[src/rtl/seq_detect_ctrl.sv]
// rtl/seq_detect_ctrl.sv - run controller for the PRBS-driven 4-bit sequence detector
// Sequences clear/seed/fill/compare steps on tick enables and reports match results.
module seq_detect_ctrl #(
  parameter int STEP_W = 8,
  parameter int CNT_W  = 8
) (
  input  logic              clk,
  input  logic              rst,
  input  logic              tick,
  input  logic              start,
  input  logic              abort,
  input  logic [3:0]        pattern,
  input  logic [STEP_W-1:0] max_steps,
  input  logic              bit_in,
  output logic              src_rst,
  output logic              src_seed,
  output logic              shift_en,
  output logic [3:0]        window,
  output logic              match,
  output logic [CNT_W-1:0]  match_count,
  output logic [STEP_W-1:0] first_idx,
  output logic              found,
  output logic              busy,
  output logic              done
);

  typedef enum logic [2:0] {
    S_IDLE,
    S_CLEAR,
    S_SEED,
    S_FILL,
    S_RUN,
    S_DONE
  } state_t;

  localparam logic [CNT_W-1:0] CNT_MAX = {CNT_W{1'b1}};

  state_t            state_q, state_d;
  logic [3:0]        window_q, window_d;
  logic [3:0]        pattern_q, pattern_d;
  logic [STEP_W-1:0] max_q, max_d;
  logic [STEP_W-1:0] step_q, step_d;
  logic [STEP_W-1:0] first_q, first_d;
  logic [1:0]        fill_q, fill_d;
  logic [CNT_W-1:0]  cnt_q, cnt_d;
  logic              found_q, found_d;
  logic              match_q, match_d;
  logic              done_q, done_d;
  logic              src_rst_q, src_rst_d;
  logic              src_seed_q, src_seed_d;
  logic [3:0]        win_next;

  assign win_next = {window_q[2:0], bit_in};

  always_comb begin
    state_d    = state_q;
    window_d   = window_q;
    pattern_d  = pattern_q;
    max_d      = max_q;
    step_d     = step_q;
    first_d    = first_q;
    fill_d     = fill_q;
    cnt_d      = cnt_q;
    found_d    = found_q;
    match_d    = 1'b0;
    done_d     = 1'b0;
    src_rst_d  = 1'b0;
    src_seed_d = 1'b0;

    // Abort wins over tick and freezes every result where it stands.
    if (abort && state_q != S_IDLE) begin
      state_d = S_IDLE;
    end else begin
      case (state_q)
        S_IDLE: begin
          if (start) begin
            pattern_d = pattern;
            max_d     = max_steps;
            window_d  = 4'b0000;
            cnt_d     = '0;
            first_d   = '0;
            found_d   = 1'b0;
            step_d    = '0;
            fill_d    = 2'd0;
            src_rst_d = 1'b1;
            state_d   = S_CLEAR;
          end
        end
        S_CLEAR: begin
          src_seed_d = 1'b1;
          state_d    = S_SEED;
        end
        S_SEED: begin
          state_d = S_FILL;
        end
        S_FILL: begin
          if (tick) begin
            window_d = win_next;
            fill_d   = fill_q + 2'd1;
            if (fill_q == 2'd3) begin
              if (max_q == '0) begin
                state_d = S_DONE;
                done_d  = 1'b1;
              end else begin
                state_d = S_RUN;
              end
            end
          end
        end
        S_RUN: begin
          if (tick) begin
            window_d = win_next;
            step_d   = step_q + STEP_W'(1);
            if (win_next == pattern_q) begin
              match_d = 1'b1;
              if (cnt_q != CNT_MAX) cnt_d = cnt_q + CNT_W'(1);
              if (!found_q) begin
                first_d = step_q;
                found_d = 1'b1;
              end
            end
            if (step_q == max_q - STEP_W'(1)) begin
              state_d = S_DONE;
              done_d  = 1'b1;
            end
          end
        end
        S_DONE: begin
          state_d = S_IDLE;
        end
        default: begin
          state_d = S_IDLE;
        end
      endcase
    end
  end

  always_ff @(posedge clk) begin
    if (rst) begin
      state_q    <= S_IDLE;
      window_q   <= 4'b0000;
      pattern_q  <= 4'b0000;
      max_q      <= '0;
      step_q     <= '0;
      first_q    <= '0;
      fill_q     <= 2'd0;
      cnt_q      <= '0;
      found_q    <= 1'b0;
      match_q    <= 1'b0;
      done_q     <= 1'b0;
      src_rst_q  <= 1'b0;
      src_seed_q <= 1'b0;
    end else begin
      state_q    <= state_d;
      window_q   <= window_d;
      pattern_q  <= pattern_d;
      max_q      <= max_d;
      step_q     <= step_d;
      first_q    <= first_d;
      fill_q     <= fill_d;
      cnt_q      <= cnt_d;
      found_q    <= found_d;
      match_q    <= match_d;
      done_q     <= done_d;
      src_rst_q  <= src_rst_d;
      src_seed_q <= src_seed_d;
    end
  end

  // Combinational so the datapath advances on the same edge the window samples bit_in.
  assign shift_en    = tick && !abort && !rst && (state_q == S_FILL || state_q == S_RUN);
  assign src_rst     = src_rst_q;
  assign src_seed    = src_seed_q;
  assign window      = window_q;
  assign match       = match_q;
  assign match_count = cnt_q;
  assign first_idx   = first_q;
  assign found       = found_q;
  assign busy        = (state_q != S_IDLE);
  assign done        = done_q;

endmodule
[config.mk]
export PLATFORM = sky130hd
export DESIGN_NAME = seq_detect_ctrl
export DESIGN_NICKNAME = d
export VERILOG_FILES = /design/src/rtl/seq_detect_ctrl.sv
export SDC_FILE = /design/constraint.sdc
export NUM_CORES = 1
export LEC_CHECK = 0
export ABC_AREA = 0
export CAP_MARGIN = 40
export CORE_MARGIN = 2
export CORE_UTILIZATION = 35
export CTS_BUF_LIST = sky130_fd_sc_hd__clkbuf_16
export CTS_CLUSTER_DIAMETER = 80
export DETAILED_ROUTE_END_ITERATION = 10
export SLEW_MARGIN = 15
export SYNTH_ARGS = -nofsm -noshare
export SYNTH_HDL_FRONTEND = slang
export SYNTH_SLANG_ARGS = --single-unit
[constraint.sdc]
create_clock -name clk -period 6.31 [get_ports clk]
set_clock_uncertainty 0.1 [all_clocks]
set_input_delay 1.893 -clock clk [delete_from_list [all_inputs] [get_ports clk]]
set_output_delay 1.893 -clock clk [all_outputs]
set_load 0.02 [all_outputs]
==> results.ini, run 1 <==
[timing]
fin_tns_setup_ns = 0
holdWs_ns = 0.352
drv_slew = 0
hold_violations = 0
max_freq_mhz = 183
slew_headroom = 0.553
setup_viol = 0
layout_min_cycle_time_ns = 5.48
worst_pin_slew_ns = 0.670
rsz0062_at_grt = no
min_period_over_period = 0.868

[yosys]
ys_async_sr_fraction = 0
yosys_register_bits = 50
synth.top_cells.by_area = dfxtp_1 42%, nand2_1 7.9%, a21oi_1 7.6%
ys_types = 44
synth_edf_count = 0
yosysSeqAreaShare = 0.421
yosysTopAreaCell = dfxtp_1
syn_avg_cell_area_um2 = 8.06
synth_top_area_frac = 0.421
ys.flop_type = dfxtp_1
ys.warnings.count = 0
netlist_area_mm2 = 0.00238
syn_nets = 317
synth.top_cells.by_count = 50 x dfxtp_1, 50 x nand2_1, 36 x a21oi_1, 27 x nor2_1, 15 x xor2_1
syn_inst = 295

[worst_setup_path]
cpMaxStageDelayCell = clkdlybuf4s50_1
critPathMaxFanout = 7
reg2reg_from = state_q[2]
critPathMostFrequentCell = clkdlybuf4s50_1
cp.required_ns = 4.32
startpoint_type = input pin
worstPathCellList = clkdlybuf4s50_1 > nor2_1 > and3_1 > clkdlybuf4s50_1
crit_path_start = abort
cpLargestDelayFamily = buffers and inverters
worstSetupPathType = input pin to output pin
crit_arrival_ns = 3.48
worst-path-buf-inv = 2
slowest_delay_ns = 0.62
critPathCaptureType = output pin

[clock_network]
clkLatencyLatePin_ns = 0.28
cts.sinks = 50
cts_resized = 0
clk_transition_reported_paths_ns = 0.06
cts_buffer_depth = 2
postCtsSetupBuffers = 0
hold_buffers = 0
clockRootBuffer = clkbuf_16
cts_made_buffers = 5
htree_levels = 2
cts_tree = built

[final_layout]
diodes = 0
fill_cells = 702
stdcell_area_mm2 = 0.00299
final_layout_size_suffix_gt1_frac = 0.0364
utilization = 0.447
area_growth_pct = 25.6
layout.nets = 353
multiInputGateArea_mm2 = 0.00129
seq_area_mm2 = 0.00100

[placement]
port_buffers = 44
dp_hpwl_um = 3780
routabilityCongestion = 0.875
dpl_cell_area_mm2 = 0.00285

[floorplan]
die_area_mm2 = 0.00747
core-area_mm2 = 0.00668
fp.dieW_um = 86.4
fp-row-count = 30
die_h_um = 86.4
num_io_pins = 45
start_util = 0.356

[global_route]
antenna_found_initial = 0
grt_max_degree = 35
grt_use_total = 0.146
grt-busiest-layer = met2
grt_pass1_wl_um = 9000
use_met2 = 0.233
overflow = 0
grt_pass1_vias = 1913
met3_usage = 0.0276
met1_usage = 0.204

[power_and_ir_drop]
peakVddDrop_uv = 134
p_leak_nw = 1.06
p_per_area_mw_per_mm2 = 224

[job]
max_cap_violations = 0

[detailed_routing]
num_vias = 2088
drc_errors = 0
vias_per_cell = 5.09
ant_nets = 0
routed_wl_um = 5310
wire_per_inst_um = 13.0
firstDrtPassIters = 5
drtIter0Drc = 114

[run_status]
status = finished clean

[worst_hold_path]
hold_start = first_idx[3]
min_path_type = flop to flop

## final cells by class
cell class	count	share of cell area
inverters	4	0.00503
repair buffers	46	0.152
clock buffers	5	0.0419
multi-input cells	224	0.431
well taps	80	0.0335
clock inverters	1	0.00126
flip-flops and latches	50	0.335
## placed cells by master (no fill, tap or decap), types with 2 or more instances in the layout
cell             synthesis  layout
nor2_1                  27      27
inv_1                    4       4
ha_1                     4       4
or3_1                    4       4
a21oi_1                 36      36
o21ai_0                 10      10
nand2b_1                 3       3
clkbuf_16                0       5
nand2_1                 50      50
nand3_1                 13      13
xor2_1                  15      15
nor3b_1                  2       2
a31oi_1                  4       4
dfxtp_1                 50      50
clkdlybuf4s50_1          0      44
and2_1                   3       3
nand4_1                  8       8
and3_1                   3       3
o211ai_1                 4       4
nor3_1                   7       7
xnor2_1                  8       8
mux2i_1                  3       3
## worst paths after layout
kind / slack (ns) / cells after the start / endpoint
min: 0.35 / 2 / first_idx[3]
max: 0.83 / 4 / shift_en
max reg2reg: 4.00 / 6 / match_count[5]
min reg2reg: 0.35 / 2 / first_idx[3]
## cells by family (layout without fill, tap and decap cells)
family	Yosys count	count (layout)	share of synthesized area
xor gates and xnor gates	23	23	0.0847
AOI/OAI and AO/OA	62	62	0.151
DFF	50	50	0.421
muxes	3	3	0.0126
adders and majority gates	4	4	0.0211
buffers and inverters	21	56	0.0374
and+or+nand+nor	132	132	0.272
## metrics by stage
step,setup WS (ns),cells,total power (W)
final,0.833,410,0.000668
after global routing,0.744,410,0.000700
after CTS,0.840,409,0.000677
after detailed placement,0.838,403,0.000428
after global placement,0.888,403,0.000426
after floorplan,1.82,295,0.000400
## worst reg2reg max path, delay by kind of cell (launching register included)
family           cells  cell delay, ns
AO/OA/AOI/OAI        3            0.66
flip-flops           1            0.73
AND/OR/NAND/NOR      3            0.75
## registers in the layout, summed over array words and instances, names as in the netlist
register     count
step_q           8
match            1
pattern_q        4
src_seed         1
state_q          3
max_q            8
found            1
first_idx        8
fill_q           2
done             1
window           4
src_rst          1
match_count      8
## report_power, final
part	internal, W	leakage (nW)	switching [W]	total [W]
Clock	0.000141	0.0632	0.000106	0.000247
Sequential	0.000323	0.405	0.00000961	0.000333
Combinational	0.0000374	0.589	0.0000500	0.0000874
Total	0.000502	1.06	0.000166	0.000668
## routing by layer
metal,vias to the layer above,wire length [um]
met4,0,43
met1,941,2650
met2,53,2350
met3,4,270
li1,1090,-
met5,-,0
(Power assumes the default switching activity.)
==> inputs of run 2 (changes only) <==
--- a/config.mk
+++ b/config.mk
@@ -6,7 +6,7 @@
 export NUM_CORES = 1
 export LEC_CHECK = 0
 export ABC_AREA = 0
-export CAP_MARGIN = 40
+export CAP_MARGIN = 20
 export CORE_MARGIN = 2
 export CORE_UTILIZATION = 35
 export CTS_BUF_LIST = sky130_fd_sc_hd__clkbuf_16
==> results.ini, run 2 (same netlist as run 1, synthesis figures left out) <==
[worst_setup_path]
critPathCaptureType = output pin  ; unchanged
crit_arrival_ns = 3.48  ; about the same
cp.required_ns = 4.32  ; about the same
worst-path-buf-inv = 2  ; unchanged
rrSetupSlack_ns = 3.91  ; was 4.00 ns
worstPathCellList = clkdlybuf4s50_1 > nor2_1 > and3_1 > clkdlybuf4s50_1  ; unchanged
r2r_cells = 5  ; was 6
cpMaxStageDelayCell = clkdlybuf4s50_1  ; unchanged
startpoint_type = input pin  ; unchanged
worstSetupPathType = input pin to output pin  ; unchanged
slowest_delay_ns = 0.62  ; about the same
reg2reg_from = state_q[2]  ; unchanged
critPathMostFrequentCell = clkdlybuf4s50_1  ; unchanged
reg2reg_to = window[0]  ; was match_count[5]
cpLargestDelayFamily = buffers and inverters  ; unchanged
critPathMaxFanout = 7  ; unchanged

[final_layout]
final_layout_size_suffix_gt1_frac = 0.0334  ; was 0.0364
layout.nets = 352  ; was 353
utilization = 0.446  ; was 0.447
mostFrequentLayoutCells = 50 x nand2_1, 50 x dfxtp_1, 44 x clkdlybuf4s50_1  ; unchanged
fill_cells = 702  ; unchanged
stdcell_area_mm2 = 0.00298  ; was 0.00299 mm2
area_growth_pct = 25.4  ; was 25.6%
diodes = 0  ; unchanged

[detailed_routing]
drtIter0Drc = 115  ; was 114
routed_wl_um = 5270  ; was 5310 um
wire_per_inst_um = 12.9  ; was 13.0 um
ant_nets = 0  ; unchanged
num_vias = 2089  ; was 2088
drc_errors = 0  ; unchanged
vias_per_cell = 5.11  ; was 5.09
firstDrtPassIters = 4  ; was 5

[clock_network]
cts_made_buffers = 5  ; unchanged
hold_buffers = 0  ; unchanged
cts.sinks = 50  ; unchanged
clk_transition_reported_paths_ns = 0.06  ; about the same
postCtsSetupBuffers = 0  ; unchanged
cts_tree = built  ; unchanged
clockRootBuffer = clkbuf_16  ; unchanged
cts_resized = 0  ; unchanged
htree_levels = 2  ; unchanged
cts_buffer_depth = 2  ; unchanged
clkLatencyLatePin_ns = 0.28  ; about the same

[timing]
setup_ws_ns = 0.835  ; was 0.833 ns
layout_min_cycle_time_ns = 5.47  ; was 5.48 ns
max_freq_mhz = 183  ; about the same
slew_headroom = 0.386  ; was 0.553
setup_viol = 0  ; unchanged
holdWs_ns = 0.351  ; was 0.352 ns
drv_slew = 0  ; unchanged
hold_violations = 0  ; unchanged
min_period_over_period = 0.868  ; about the same
fin_tns_setup_ns = 0  ; unchanged
rsz0062_at_grt = no  ; unchanged
worst_pin_slew_ns = 0.920  ; was 0.670 ns

[floorplan]
die_area_mm2 = 0.00747  ; unchanged
core-area_mm2 = 0.00668  ; unchanged
fp.dieW_um = 86.4  ; unchanged
num_io_pins = 45  ; unchanged
die_h_um = 86.4  ; unchanged
fp-row-count = 30  ; unchanged
start_util = 0.356  ; unchanged

[power_and_ir_drop]
peakVddDrop_uv = 134  ; about the same
switching_share = 0.249  ; was 0.248
internal-power_w = 0.000502  ; about the same
p_seq_frac = 0.498  ; was 0.499
power_frac_clock = 0.371  ; was 0.370
p_leak_nw = 1.05  ; was 1.06 nW
p_per_area_mw_per_mm2 = 224  ; about the same
switching_power_w = 0.000166  ; about the same
pwr-share-comb = 0.130  ; was 0.131

[global_route]
grt_pass1_wl_um = 9000  ; unchanged
overflow = 0  ; unchanged
grt_max_degree = 35  ; unchanged
grt_pass1_vias = 1913  ; unchanged
antenna_found_initial = 0  ; unchanged
grt_use_total = 0.146  ; unchanged

[worst_hold_path]
hold_start = first_idx[3]  ; unchanged
holdPathEnd = first_idx[3]  ; unchanged
hold_depth = 2  ; unchanged
min_path_type = flop to flop  ; unchanged

[placement]
dpl_cell_area_mm2 = 0.00285  ; unchanged
dp_hpwl_um = 3780  ; unchanged
port_buffers = 44  ; unchanged
post-place-ws_ns = 0.838  ; unchanged
routabilityCongestion = 0.875  ; unchanged

[run_status]
status = finished clean  ; unchanged

[job]
max_cap_violations = 0  ; unchanged

==> run 2: worst reg2reg max path: stages (launching register included) <==
cell     delay [ns]
dfxtp_1        0.73
nand2_1        0.24
nor3b_1        0.81
nor2_1         0.20
nand2_1        0.12
a21oi_1        0.07
==> run 2: final cells by class <==
class | count | area (um2) | area share
clock buffer | 5 | 125 | 0.0420
clock inverter | 1 | 3.75 | 0.00126
inverter | 4 | 15.0 | 0.00504
multi-input combinational | 224 | 1290 | 0.432
sequential | 50 | 1000 | 0.336
tap | 80 | 100 | 0.0336
timing repair buffer | 45 | 448 | 0.150
==> run 2: power groups by stage <==
stage / clock, W / combinational [W] / sequential [W]
3_3_place_gp: 0 / 0.0000865 / 0.000340
3_5_place_dp: 0 / 0.0000875 / 0.000340
6_report: 0.000248 / 0.0000871 / 0.000333
4_1_cts: 0.000256 / 0.0000882 / 0.000333
2_1_floorplan: 0 / 0.0000619 / 0.000338
5_1_grt: 0.000268 / 0.0000978 / 0.000334
==> run 2: how the worst max path moves through the flow <==
stage,from,to,slack [ns],cells past startpoint
detailed placement,abort,shift_en,0.84,4
CTS,abort,shift_en,0.84,4
finish,abort,shift_en,0.84,4
floorplan,rst,shift_en,1.82,3
global route,abort,shift_en,0.75,4
global placement,abort,shift_en,0.89,4
==> run 2: stage by stage <==
step | cells | total power, W
finish | 409 | 0.000668
global route | 409 | 0.000700
CTS | 409 | 0.000677
detailed placement | 403 | 0.000428
global placement | 403 | 0.000426
floorplan | 295 | 0.000400
==> run 2: layer usage <==
layer,GRT usage,wire length [um],part of all wire
met5,0,0,0
met4,0.0384,59,0.011
met3,0.0276,258,0.049
met2,0.233,2330,0.44
met1,0.204,2630,0.50
==> inputs of run 3 (changes only) <==
--- a/config.mk
+++ b/config.mk
@@ -7,11 +7,14 @@
 export LEC_CHECK = 0
 export ABC_AREA = 0
 export CAP_MARGIN = 20
+export CELL_PAD_IN_SITES_DETAIL_PLACEMENT = 2
+export CELL_PAD_IN_SITES_GLOBAL_PLACEMENT = 2
 export CORE_MARGIN = 2
-export CORE_UTILIZATION = 35
+export CORE_UTILIZATION = 30
 export CTS_BUF_LIST = sky130_fd_sc_hd__clkbuf_16
 export CTS_CLUSTER_DIAMETER = 80
 export DETAILED_ROUTE_END_ITERATION = 10
+export PLACE_DENSITY_LB_ADDON = 0.1
 export SLEW_MARGIN = 15
 export SYNTH_ARGS = -nofsm -noshare
 export SYNTH_HDL_FRONTEND = slang
==> constraint.sdc (replaced) <==
create_clock -name clk -period 6.2 [get_ports clk]
set_clock_uncertainty 0.1 [all_clocks]
set_input_delay 1.86 -clock clk [delete_from_list [all_inputs] [get_ports clk]]
set_output_delay 1.86 -clock clk [all_outputs]
set_load 0.02 [all_outputs]
==> results.ini, run 3 (same netlist as run 1, synthesis figures left out) <==
[power_and_ir_drop]
p_per_area_mw_per_mm2 = 244  ; was 224 mW/mm2
p_seq_frac = 0.457  ; was 0.498
p_leak_nw = 1.07  ; was 1.05 nW
internal-power_w = 0.000556  ; was 0.000502 W
power_frac_clock = 0.417  ; was 0.371
switching_share = 0.250  ; was 0.249
peakVddDrop_uv = 95.0  ; was 134 uV
pwr-share-comb = 0.125  ; was 0.130
power_w = 0.000742  ; was 0.000668 W
switching_power_w = 0.000185  ; was 0.000166 W

[detailed_routing]
wire_per_inst_um = 15.4  ; was 12.9 um
firstDrtPassIters = 4  ; unchanged
ant_nets = 0  ; unchanged
vias_per_cell = 5.01  ; was 5.11
routed_wl_um = 6650  ; was 5270 um
num_vias = 2170  ; was 2089
drc_errors = 0  ; unchanged
drtIter0Drc = 52  ; was 115

[worst_setup_path]
cp.required_ns = 4.24  ; was 4.32 ns
reg2reg_from = state_q[2]  ; unchanged
critPathCaptureType = output pin  ; unchanged
r2r_cells = 5  ; unchanged
crit_path_start = abort  ; unchanged
worstSetupPathType = input pin to output pin  ; unchanged
critPathMaxFanout = 7  ; unchanged
crit_arrival_ns = 3.41  ; was 3.48 ns
startpoint_type = input pin  ; unchanged

[clock_network]
clockRootBuffer = clkbuf_16  ; unchanged
cts_tree = built  ; unchanged
hold_buffers = 0  ; unchanged
cts_buffer_depth = 2  ; unchanged
cts_made_buffers = 5  ; unchanged
clkLatencyLatePin_ns = 0.29  ; was 0.28 ns
cts_resized = 0  ; unchanged
clk_transition_reported_paths_ns = 0.07  ; was 0.06 ns
htree_levels = 2  ; unchanged
postCtsSetupBuffers = 0  ; unchanged
cts.sinks = 50  ; unchanged

[timing]
setup_viol = 0  ; unchanged
worst_pin_slew_ns = 0.979  ; was 0.920 ns
hold_violations = 0  ; unchanged
drv_slew = 0  ; unchanged
layout_min_cycle_time_ns = 5.37
max_freq_mhz = 186
slew_headroom = 0.346  ; was 0.386
min_period_over_period = 0.866
rsz0062_at_grt = no  ; unchanged
fin_tns_setup_ns = 0  ; unchanged

[floorplan]
start_util = 0.309  ; was 0.356
fp.dieW_um = 93.0  ; was 86.4 um
die_area_mm2 = 0.00865  ; was 0.00747 mm2
die_h_um = 93.0  ; was 86.4 um
core-area_mm2 = 0.00769  ; was 0.00668 mm2
num_io_pins = 45  ; unchanged
fp-row-count = 32  ; was 30

[global_route]
grt_pass1_vias = 2251  ; was 1913
antenna_found_initial = 0  ; unchanged
grt_max_degree = 35  ; unchanged
grt_pass1_wl_um = 11100  ; was 9000 um
grt_use_total = 0.162  ; was 0.146
overflow = 0  ; unchanged

[final_layout]
utilization = 0.396  ; was 0.446
stdcell_area_mm2 = 0.00304  ; was 0.00298 mm2
area_growth_pct = 28.1  ; was 25.4%
diodes = 0  ; unchanged
layout.nets = 352  ; unchanged
final_layout_size_suffix_gt1_frac = 0.0423  ; was 0.0334
mostFrequentLayoutCells = 50 x nand2_1, 50 x dfxtp_1, 44 x clkdlybuf4s50_1  ; unchanged
fill_cells = 905  ; was 702

[worst_hold_path]
hold_depth = 2  ; unchanged
hold_start = first_idx[4]  ; was first_idx[3]
min_path_type = flop to flop  ; unchanged

[placement]
routabilityCongestion = 0.766  ; was 0.875
port_buffers = 44  ; unchanged
dp_hpwl_um = 4930  ; was 3780 um
dpl_cell_area_mm2 = 0.00288  ; was 0.00285 mm2

[run_status]
status = finished clean  ; unchanged

[job]
max_cap_violations = 0  ; unchanged

## run 3: cell count changes in the layout (fill, tap and decap cells not counted), sizes merged
cell,previous run,this run
clkinv,1,2
bufinv,0,1
## run 3: power groups by stage
stage	registers [W]	logic (W)	clock network [W]
global route	0.000340	0.000105	0.000335
floorplan	0.000344	0.0000630	0
finish	0.000339	0.0000930	0.000310
detailed placement	0.000347	0.0000948	0
CTS	0.000339	0.0000958	0.000321
global placement	0.000346	0.0000922	0
## run 3: critical path: stages
cell	delay [ns]
clkdlybuf4s50_1	0.50
nor2_1	0.23
and3_1	0.22
clkdlybuf4s50_1	0.61
## run 3: final timing paths
kind | slack (ns) | end
setup / recovery | 0.83 | shift_en
hold / removal | 0.35 | first_idx[4]
setup reg to reg | 3.71 | window[1]
hold reg to reg | 0.35 | first_idx[4]
## run 3: layout make-up
type / count / area (um2) / area share
multi-input cells: 224 / 1290 / 0.423
repair buffers: 45 / 448 / 0.147
inverters: 4 / 15.0 / 0.00493
clock inverters: 3 / 40.0 / 0.0132
flip-flops and latches: 50 / 1000 / 0.329
clock buffers: 5 / 125 / 0.0411
well taps: 102 / 128 / 0.0419
## run 3: stage by stage
step | hold WS [ns] | std cells | setup slack [ns]
6_report | 0.352 | 433 | 0.828
5_1_grt | 0.377 | 433 | 0.686
4_1_cts | 0.357 | 433 | 0.817
3_5_place_dp | 0.349 | 425 | 0.825
3_3_place_gp | 0.340 | 425 | 0.830
2_1_floorplan | 0.349 | 295 | 1.78
## run 3: per-layer routing
metal / part of all wire / wire length (um) / track usage
met5: 0 / 0 / 0
met4: 0.0098 / 65 / 0.0404
met3: 0.027 / 177 / 0.0290
met2: 0.49 / 3260 / 0.280
met1: 0.47 / 3150 / 0.208
